### src/rtl/ser_pkg.sv
// Shared definitions for the bit serializer and the detector testbench.
//   ser_state_e     : serializer control FSM states
//   ser_even_parity : even-parity bit of a word of up to SerMaxWidth bits
//   SER_DEFAULT_WIDTH : default word width shared with the detector bench
package ser_pkg;

  localparam int unsigned SER_DEFAULT_WIDTH = 8;
  localparam int unsigned SerMaxWidth       = 64;

  typedef enum logic [1:0] {
    S_IDLE   = 2'd0,
    S_SHIFT  = 2'd1,
    S_PARITY = 2'd2
  } ser_state_e;

  // Callers zero-extend narrower words; zeros do not change the XOR.
  function automatic logic ser_even_parity(input logic [SerMaxWidth-1:0] data);
    return ^data;
  endfunction

endpackage

### src/rtl/ser_shift_reg.sv
// Loadable shift register feeding the serial output.
//   clk_i       : rising-edge clock
//   rst_ni      : synchronous active-low reset, clears the register
//   load_i      : load load_data_i (wins over shift_i)
//   shift_i     : move contents one place toward the head
//   load_data_i : parallel word to load
//   head_o      : current head bit (MSB when MSB_FIRST, else LSB)
module ser_shift_reg #(
  parameter int unsigned WIDTH     = 8,
  parameter bit          MSB_FIRST = 1'b1
) (
  input  logic             clk_i,
  input  logic             rst_ni,
  input  logic             load_i,
  input  logic             shift_i,
  input  logic [WIDTH-1:0] load_data_i,
  output logic             head_o
);

  logic [WIDTH-1:0] sr_d, sr_q;

  always_comb begin
    sr_d = sr_q;
    if (load_i) begin
      sr_d = load_data_i;
    end else if (shift_i) begin
      sr_d = MSB_FIRST ? {sr_q[WIDTH-2:0], 1'b0} : {1'b0, sr_q[WIDTH-1:1]};
    end
  end

  always_ff @(posedge clk_i) begin
    if (!rst_ni) begin
      sr_q <= '0;
    end else begin
      sr_q <= sr_d;
    end
  end

  assign head_o = MSB_FIRST ? sr_q[WIDTH-1] : sr_q[0];

endmodule

### src/rtl/bit_serializer.sv
// Parallel-to-serial converter with valid/ready input handshake.
// Words stream gaplessly one bit per clock on ser_out. Defining SER_PARITY_EN
// appends an even-parity bit after each word (WIDTH+1 bits per word).
//   clk       : rising-edge clock
//   rstn      : synchronous active-low reset
//   in_data   : parallel word, sampled on accept
//   in_valid  : upstream has a word
//   in_ready  : serializer can take a word this cycle
//   ser_out   : serial bit (IDLE_BIT when ser_valid is low)
//   ser_valid : ser_out carries a data or parity bit
//   word_done : pulse on the final bit of each word
//   busy      : state is not idle
module bit_serializer
  import ser_pkg::*;
#(
  parameter int unsigned WIDTH     = SER_DEFAULT_WIDTH,
  parameter bit          MSB_FIRST = 1'b1,
  parameter bit          IDLE_BIT  = 1'b0
) (
  input  logic             clk,
  input  logic             rstn,
  input  logic [WIDTH-1:0] in_data,
  input  logic             in_valid,
  output logic             in_ready,
  output logic             ser_out,
  output logic             ser_valid,
  output logic             word_done,
  output logic             busy
);

  localparam int unsigned CntW = $clog2(WIDTH);
  localparam logic [CntW-1:0] CntMax = CntW'(WIDTH - 1);

  ser_state_e      state_d, state_q;
  logic [CntW-1:0] cnt_d, cnt_q;
  logic            accept;
  logic            load, shift;
  logic            head;

`ifdef SER_PARITY_EN
  logic par_d, par_q;
`endif

  ser_shift_reg #(
    .WIDTH    (WIDTH),
    .MSB_FIRST(MSB_FIRST)
  ) u_shift_reg (
    .clk_i      (clk),
    .rst_ni     (rstn),
    .load_i     (load),
    .shift_i    (shift),
    .load_data_i(in_data),
    .head_o     (head)
  );

  always_comb begin
    in_ready = 1'b0;
    unique case (state_q)
      S_IDLE:   in_ready = 1'b1;
`ifdef SER_PARITY_EN
      S_PARITY: in_ready = 1'b1;
`else
      S_SHIFT:  in_ready = (cnt_q == '0);
`endif
      default:  in_ready = 1'b0;
    endcase
    if (!rstn) in_ready = 1'b0;
  end

  assign accept = in_valid && in_ready;

  always_comb begin
    state_d = state_q;
    cnt_d   = cnt_q;
    load    = 1'b0;
    shift   = 1'b0;
`ifdef SER_PARITY_EN
    par_d   = par_q;
`endif
    unique case (state_q)
      S_IDLE: begin
        if (accept) begin
          load    = 1'b1;
          cnt_d   = CntMax;
          state_d = S_SHIFT;
        end
      end
      S_SHIFT: begin
        shift = 1'b1;
        if (cnt_q != '0) begin
          cnt_d = cnt_q - CntW'(1);
        end else begin
`ifdef SER_PARITY_EN
          state_d = S_PARITY;
`else
          // Last bit: a same-edge accept reloads so the next word has no gap.
          if (accept) begin
            load  = 1'b1;
            cnt_d = CntMax;
          end else begin
            state_d = S_IDLE;
          end
`endif
        end
      end
`ifdef SER_PARITY_EN
      S_PARITY: begin
        if (accept) begin
          load    = 1'b1;
          cnt_d   = CntMax;
          state_d = S_SHIFT;
        end else begin
          state_d = S_IDLE;
        end
      end
`endif
      default: state_d = S_IDLE;
    endcase
`ifdef SER_PARITY_EN
    if (accept) par_d = ser_even_parity(SerMaxWidth'(in_data));
`endif
  end

  always_ff @(posedge clk) begin
    if (!rstn) begin
      state_q <= S_IDLE;
      cnt_q   <= '0;
`ifdef SER_PARITY_EN
      par_q   <= 1'b0;
`endif
    end else begin
      state_q <= state_d;
      cnt_q   <= cnt_d;
`ifdef SER_PARITY_EN
      par_q   <= par_d;
`endif
    end
  end

  // Outputs depend only on registers, never on in_data directly.
  always_comb begin
    ser_out   = IDLE_BIT;
    ser_valid = 1'b0;
    word_done = 1'b0;
    unique case (state_q)
      S_SHIFT: begin
        ser_out   = head;
        ser_valid = 1'b1;
`ifndef SER_PARITY_EN
        word_done = (cnt_q == '0);
`endif
      end
`ifdef SER_PARITY_EN
      S_PARITY: begin
        ser_out   = par_q;
        ser_valid = 1'b1;
        word_done = 1'b1;
      end
`endif
      default: ;
    endcase
  end

  assign busy = (state_q != S_IDLE);

endmodule
### config.mk
export PLATFORM = sky130hd
export DESIGN_NAME = bit_serializer
export DESIGN_NICKNAME = d
export VERILOG_FILES = /design/src/rtl/ser_pkg.sv /design/src/rtl/ser_shift_reg.sv /design/src/rtl/bit_serializer.sv
export SDC_FILE = /design/constraint.sdc
export NUM_CORES = 1
export LEC_CHECK = 0
export ABC_AREA = 1
export CAP_MARGIN = 20
export CELL_PAD_IN_SITES_DETAIL_PLACEMENT = 1
export CELL_PAD_IN_SITES_GLOBAL_PLACEMENT = 2
export CORE_ASPECT_RATIO = 1.1
export CORE_MARGIN = 2
export CORE_UTILIZATION = 27
export CTS_CLUSTER_DIAMETER = 40
export CTS_CLUSTER_SIZE = 8
export DETAILED_ROUTE_END_ITERATION = 6
export GPL_TIMING_DRIVEN = 0
export PLACE_DENSITY_LB_ADDON = 0.1
export SLEW_MARGIN = 20
export SYNTH_ARGS = -nofsm -noshare
export SYNTH_HDL_FRONTEND = slang
export SYNTH_SLANG_ARGS = --single-unit
### constraint.sdc
create_clock -name clk -period 2.2 [get_ports clk]
set_input_delay 0.66 -clock clk [delete_from_list [all_inputs] [get_ports clk]]
set_output_delay 0.66 -clock clk [all_outputs]
set_load 0.005 [all_outputs]
[Word level (Yosys, flattened, before mapping)]
Cells that the tools add are included.
Storage, ports and cells
  output and inout bits: 5
  input port bits: 11
  logic and storage cells: 33
  register bits: 13
Operators by class
  reduce and logical (&&, ||, !) cells: 8
  multiplexer cells: 17
  $add $sub $neg: 1
  equal/unequal tests: 4
Operators by type and width (count)
  8-bit 2-to-1 mux: 2
  1-bit 2-to-1 mux: 6
  2-bit 2-to-1 mux: 3
  3-bit 2-to-1 mux: 2
  2-bit inequality test, second input constant: 3
  3-bit one-hot mux with 2 select lines: 1
  2-bit nonzero test: 3
  1-bit one-hot mux with 2 select lines: 2
  2-bit one-hot mux with 2 select lines: 1
  3-bit logical NOT: 1
  3-bit AND reduction: 1
  3-bit nonzero test: 1
  3-bit by 1-bit subtractor with 3-bit output, second input constant: 1
  2-bit by 1-bit == test with 1-bit output, second input constant: 1
  2-bit logical NOT: 1
  1-bit logical AND: 1

[Depth between registers and ports, before layout]
Gate-level depths: netlist (run 1).
  depth in word-level cells: 8
  gate-level depth with buffers: 9
  gate-level depth less buffers: 9

[By module]
A second synthesis (run 1) with hierarchy kept.
Second synthesis, totals
  cells, all modules: 103
  area, all modules: 669.4 µm²
By module, submodules not included
  ser_shift_reg: area an instance 399.1 µm², sequential area each 160.2 µm², cells an instance 60, times used 1
  bit_serializer: area an instance 270.3 µm², sequential area each 80.1 µm², cells an instance 43, times used 1

[Worst setup path after synthesis (run 1)]
Ideal clock, no wire load.
  kind: input -> output
  from: in rstn
  to: out in_ready
  stages: 3
  setup slack: 0.579 ns
  buffers on the path: 1
  arrival time: 0.961 ns
  required time: 1.540 ns
  path through: buf_6 -> inv_2 -> a21oi_2
On the way
  longest elaborated chain between the ends: 1
Ends and longest elaborated chain
  start: declaration: line bit_serializer.sv:21  | input logic rstn,
  1-bit 2-to-1 mux: line bit_serializer.sv:67  | if (!rstn) in_ready = 1'b0;
  end: declaration: line bit_serializer.sv:24  | output logic in_ready,
No other way between the ends.

[Worst setup path after layout (run 1)]
  from: reg state_q[0]
  to: out ser_out
On the way
  longest elaborated chain between the ends: 2
Ends and longest elaborated chain
  start: declaration: line bit_serializer.sv:34  | ser_state_e state_d, state_q;
  start signal: assignment: line bit_serializer.sv:132  | state_q <= state_d;
  2-bit by 1-bit == test with 1-bit output: line bit_serializer.sv:145  | unique case (state_q)
  1-bit 2-to-1 mux: line bit_serializer.sv:145
  end: declaration: line bit_serializer.sv:25  | output logic ser_out,
No other way between the ends.

==> results of run 1 <==
[worst max path at each step]
stage | endpoint | cells after the start
floorplan | in_ready | 3
global placement | in_ready | 4
detailed placement | in_ready | 4
finish | ser_out | 4
CTS | ser_out | 4
global route | ser_out | 4
[flip-flops by register name, summed over array words and instances (netlist names)]
signal,flops
cnt_q,3
state_q,1
u_shift_reg.sr_q,8
[Yosys cell counts]
master	number	area (um^2)
a21oi_1	4	20.0
a21oi_2	3	26.3
buf_2	2	10.0
buf_4	3	22.5
buf_6	1	11.3
clkinv_1	5	18.8
dfxtp_1	12	240
ha_1	2	25.0
inv_1	14	52.6
inv_2	3	11.3
nand2_1	32	120
nand2_2	1	6.26
nand2_4	1	11.3
nand3_1	14	70.1
nand3_2	1	10.0
nand4_1	7	43.8
nor2_1	1	3.75
xor2_1	1	8.76
[layer usage]
metal	wire, um	share of wire [%]	up-vias	track usage [%]
met5	0	0	-	0
met4	21	1.1	0	7.69
met3	76	4.1	2	1.80
met2	839	46	15	21.4
met1	904	49	316	20.1
li1	-	-	366	-
[cells by family (layout without fill, tap and decap cells)]
logic type | after synthesis | in the layout | share of synthesized area (%)
AO/OA/AOI/OAI | 7 | 7 | 6.50
XOR/XNOR | 1 | 1 | 1.23
adder cells (fa/ha/maj) | 2 | 2 | 3.51
buffers and inverters | 28 | 45 | 17.8
flip-flops | 12 | 12 | 33.7
AND/OR/NAND/NOR | 57 | 57 | 37.3
[worst reg2reg max path: stages (launching register included)]
cell and delay, ns:
dfxtp_1 0.31, inv_1 0.09, ha_2 0.20, nand2_4 0.09, nand2_2 0.08, nand3_2 0.19
nand2_1 0.13, nand3_1 0.09, nand2_1 0.07, inv_1 0.03
[layout by cell type (no fill, tap or decap)]
master           instances
nand3_2                  1
clkdlybuf4s50_1         12
clkbuf_4                 3
nand2_1                 32
nand2_2                  1
buf_6                    2
buf_4                    2
dfxtp_1                 11
ha_2                     1
nand3_1                 14
nor2_1                   1
inv_2                    4
dlygate4sd2_1            2
nand2_4                  1
dfxtp_4                  1
ha_1                     1
nand4_1                  7
a21oi_1                  4
xor2_1                   1
a21oi_2                  2
buf_2                    2
inv_1                   13
a21oi_4                  1
clkinv_1                 5
[final cells by class]
cell class	instances	share of cell area, %
timing repair buffer	14	14.8
tap	31	4.18
buffer	6	5.12
clock buffer	3	2.43
multi-input combinational	67	38.3
inverter	22	8.89
sequential	12	26.3
[power by group through the flow]
stage / Combinational (mW) / Sequential, mW / Clock (mW)
after global placement: 0.135 / 0.247 / 0
after global routing: 0.156 / 0.246 / 0.156
after CTS: 0.139 / 0.244 / 0.149
after detailed placement: 0.137 / 0.248 / 0
after floorplan: 0.0876 / 0.246 / 0
final: 0.137 / 0.244 / 0.140
[per-stage QoR]
stage | power (mW) | hold slack (ns) | area [um^2] | worst slack, ns | cells
after global routing | 0.558 | 0.493 | 928 | 0.0291 | 155
after detailed placement | 0.385 | 0.460 | 891 | 0.0118 | 152
after global placement | 0.382 | 0.459 | 891 | 0.0130 | 152
after CTS | 0.532 | 0.474 | 925 | 0.0289 | 155
after floorplan | 0.334 | 0.444 | 712 | 0.579 | 107
final | 0.521 | 0.468 | 928 | 0.0977 | 155
[timing repair]
item	in CTS	in global routing
resized for setup	7	1
pin swaps	1	0
buffers inserted	0	0
setup endpoints to repair	3	1
==> impl_metrics.ini, run 1 <==
[worst_setup_path]
rrSetupSlack_ns = 0.84
crit_slowest_cell = clkdlybuf4s50_1
critical_path_buf_inv_count = 3
end_kind = output pin
critical_path.top_delay_family = buffers and inverters
critical_path.max_fanout = 10
r2r-end = u_shift_reg.sr_q[6]
worst-endpoint-required_ns = 1.54
cp-start-kind = flop
critPathArrivalTime_ns = 1.44
crit_start = state_q[0]
path_cells = buf_6 > nand2_1 > inv_1 > clkdlybuf4s50_1
cpPeakStageDelay_ns = 0.48
r2r_cells = 9
critical_path_class = reg -> out
r2r-start = cnt_q[1]

[clock_tree]
cts.reportedPaths.clkPinSlew_ns = 0.08
cts_hold_buffers = 0
htree_levels = 1
cts_buffer_depth = 2
clock-sinks = 12
cts_tree = done
clock_latency_ns = 0.27
cts_root_buf = clkbuf_4
cts_buffers = 3

[synthesis]
ys_types = 18
syn_avg_cell_area_um2 = 6.65
ys_warn_count = 0
postSynthCellCount = 107
synth_area_um2 = 712
synth_nets = 120
ys_seq_area_share_pct = 33.7
synth-seq-cells = 12

[floorplan]
core-area_um2 = 2500
dieWidth_um = 53.0
num_rows = 19
die_area_um2 = 3060
io_pins = 16
start_util_pct = 28.5
die_y_um = 57.9

[power]
power_frac_clock_pct = 26.9
peakVddDrop_v = 0.000253
p_sw_share_pct = 31.2
comb_power_share_pct = 26.3
p_switching_uw = 163
power.leakage_nw = 0.462
p_int_uw = 359
power.density_nw_per_um2 = 562
pwr-share-seq_pct = 46.7

[sta]
fin_crit_sh_pct = 95.6
hold_viol_final = 0
rsz0062_at_grt = no
skew_ns = 0.00274
drv_slew = 0
tightest_slew_ns = 0.493
finalCriticalPeriod_ns = 2.10
tns_ns = 0
max_slew_margin_pct = 67.2
fmax_mhz = 476
finalSetupViolCount = 0

[final_layout]
nFillCells = 329
multi_input_area_um2 = 355
nets = 139
seqCellArea_um2 = 244
area_growth_pct = 30.4
n_antenna_cell = 0
final_util_pct = 37.2
drive_above_1_share_pct = 16.9

[global_route]
grt_usage_pct = 14.4
overflow = 0
grt_max_degree = 11
grt_pass1_vias = 710
antenna_found_initial = 0
grt_pass1_wl_um = 3220

[place]
finalWeightedCongestion = 0.689
port_buffers = 14
dpl.hpwl_um = 1320

[routing]
drt_drc_violations_left = 0
drt_iter0_drc = 10
routed_wl_um = 1840
route.detailed.wl_per_inst_um = 11.9
vias = 699
final_antenna_net_count = 0
via_per_inst = 4.51
first_pass_iters = 4

[worst_hold_path]
min_to = u_shift_reg.sr_q[0]
hold_path_startpoint = u_shift_reg.sr_q[0]
hold_depth = 2
hold_class = reg -> reg

[flow_run]
max_cap_viol_count = 0

[outcome]
status = complete, no violations
No activity file was read; power rests on OpenSTA's default activity.
==> run 2: changes to the inputs <==
--- a/config.mk
+++ b/config.mk
@@ -16,8 +16,9 @@
 export CTS_CLUSTER_SIZE = 8
 export DETAILED_ROUTE_END_ITERATION = 6
 export GPL_TIMING_DRIVEN = 0
-export PLACE_DENSITY_LB_ADDON = 0.1
+export PLACE_DENSITY = 0.81
 export SLEW_MARGIN = 20
 export SYNTH_ARGS = -nofsm -noshare
 export SYNTH_HDL_FRONTEND = slang
 export SYNTH_SLANG_ARGS = --single-unit
+export TNS_END_PERCENT = 100
==> impl_metrics.ini, run 2 (synthesis gave the netlist of run 1 again) <==
[outcome]
status = complete, no violations

[worst_setup_path]
crit_slowest_cell = clkdlybuf4s50_1
r2r-start = cnt_q[0]
critPathArrivalTime_ns = 1.43
rrSetupSlack_ns = 0.87
critical_path.max_fanout = 10
cp-start-kind = flop
path_cells = buf_6 > nand2_1 > inv_1 > clkdlybuf4s50_1
end_kind = output pin
worst-endpoint-required_ns = 1.54
critical_path_buf_inv_count = 3
cpPeakStageDelay_ns = 0.48
critical_path.top_delay_family = buffers and inverters
r2r_cells = 9
critical_path_class = reg -> out
r2r-end = u_shift_reg.sr_q[5]

[final_layout]
instances_no_fill = 155
drive_above_1_share_pct = 17.7
largest_reg_flops = 8
regMostFlops = u_shift_reg.sr_q
nFillCells = 332
n_antenna_cell = 0
mostFrequentLayoutCells = 32 x nand2_1, 14 x nand3_1, 12 x inv_1, 12 x clkdlybuf4s50_1, 11 x dfxtp_1
final_common_cell = nand2_1
reg_top3 = u_shift_reg.sr_q (8), cnt_q (3), state_q (1)
area_growth_pct = 30.4
multi_input_area_um2 = 355
nets = 139
seqCellArea_um2 = 244

[global_route]
grt_max_degree = 11
antenna_found_initial = 0
grt_pass1_vias = 721
overflow = 0
grt_usage_pct = 13.8
grt_pass1_wl_um = 3110

[floorplan]
num_rows = 19
core-area_um2 = 2500
die_area_um2 = 3060
die_y_um = 57.9
start_util_pct = 28.5
io_pins = 16
dieWidth_um = 53.0

[place]
port_buffers = 14
dp.cells = 152
dpl.hpwl_um = 1250
finalWeightedCongestion = 0.670

[clock_tree]
htree_levels = 1
cts.reportedPaths.clkPinSlew_ns = 0.08
cts_hold_buffers = 0
cts_tree = done
cts_buffers = 3
clock_latency_ns = 0.27
clock-sinks = 12
cts_buffer_depth = 2
cts_root_buf = clkbuf_4

[sta]
tightest_slew_ns = 0.462
fmax_mhz = 478
finalCriticalPeriod_ns = 2.09
hold_viol_final = 0
drv_slew = 0
fin_crit_sh_pct = 95.0
rsz0062_at_grt = no
skew_ns = 0.00334
tns_ns = 0
max_slew_margin_pct = 69.2
finalSetupViolCount = 0

[routing]
routed_wl_um = 1730
drt_drc_violations_left = 0
drt_iter0_drc = 7
final_antenna_net_count = 0
vias = 701
first_pass_iters = 2
via_per_inst = 4.52
route.detailed.wl_per_inst_um = 11.1

[power]
power.density_nw_per_um2 = 557
peakVddDrop_v = 0.000340
power.leakage_nw = 0.462

[worst_hold_path]
hold_path_startpoint = u_shift_reg.sr_q[0]
hold_class = reg -> reg
min_to = u_shift_reg.sr_q[0]
hold_depth = 2

[flow_run]
max_cap_viol_count = 0
-- run 2: changes by cell type in the layout (fill, tap and decap cells not counted) --
| cell | before | now |
|---|---|---|
| inv_2 | 4 | 5 |
| inv_1 | 13 | 12 |
-- run 2: through the flow --
step	hold slack (ns)	utilization [%]	instance area (um^2)	worst slack, ns	total power, mW
after detailed placement	0.467	35.7	891	0.0141	0.384
after CTS	0.480	37.0	925	0.0444	0.527
after floorplan	0.444	-	712	0.579	0.334
after global placement	0.461	35.7	891	0.0227	0.380
final	0.473	37.2	928	0.109	0.517
after global routing	0.493	37.2	928	0.0300	0.555
-- run 2: area by class of cell --
cell class | instances | area share [%]
Multi-Input combinational cell | 67 | 38.3
Timing Repair Buffer | 14 | 14.8
Buffer | 6 | 5.12
Tap cell | 31 | 4.18
Clock buffer | 3 | 2.43
Inverter | 22 | 8.89
Sequential cell | 12 | 26.3
-- run 2: worst max path at each step --
stage                     to  slack [ns]        from  cells after the start
global placement    in_ready        0.02        rstn                      4
floorplan           in_ready        0.58        rstn                      3
detailed placement  in_ready        0.01        rstn                      4
global route         ser_out        0.03  state_q[0]                      4
CTS                  ser_out        0.04  state_q[0]                      4
finish               ser_out        0.11  state_q[0]                      4
-- run 2: metal layers --
metal  routed length, um  GRT usage, %
met1                 803          16.5
met2                 836          23.6
met3                  71          2.32
met4                  14          6.59
met5                   0             0
-- run 2: timing repair --
item,in CTS,in global routing
pin swaps,1,0
setup buffers,0,0
endpoints found under the hold margin,0,0
endpoints found under the setup margin,3,1
resized for setup,8,1
-- run 2: where the power goes --
part	total [mW]	internal (mW)	switching, mW
logic	0.135	0.0624	0.0728
registers	0.244	0.233	0.0114
clock network	0.138	0.0633	0.0747
total	0.517	0.358	0.159
-- run 2: tightest hold or removal path, cell delays in order, from the launching register on --
cell     delay (ns)
dfxtp_1        0.32
nand2_1        0.06
a21oi_1        0.05
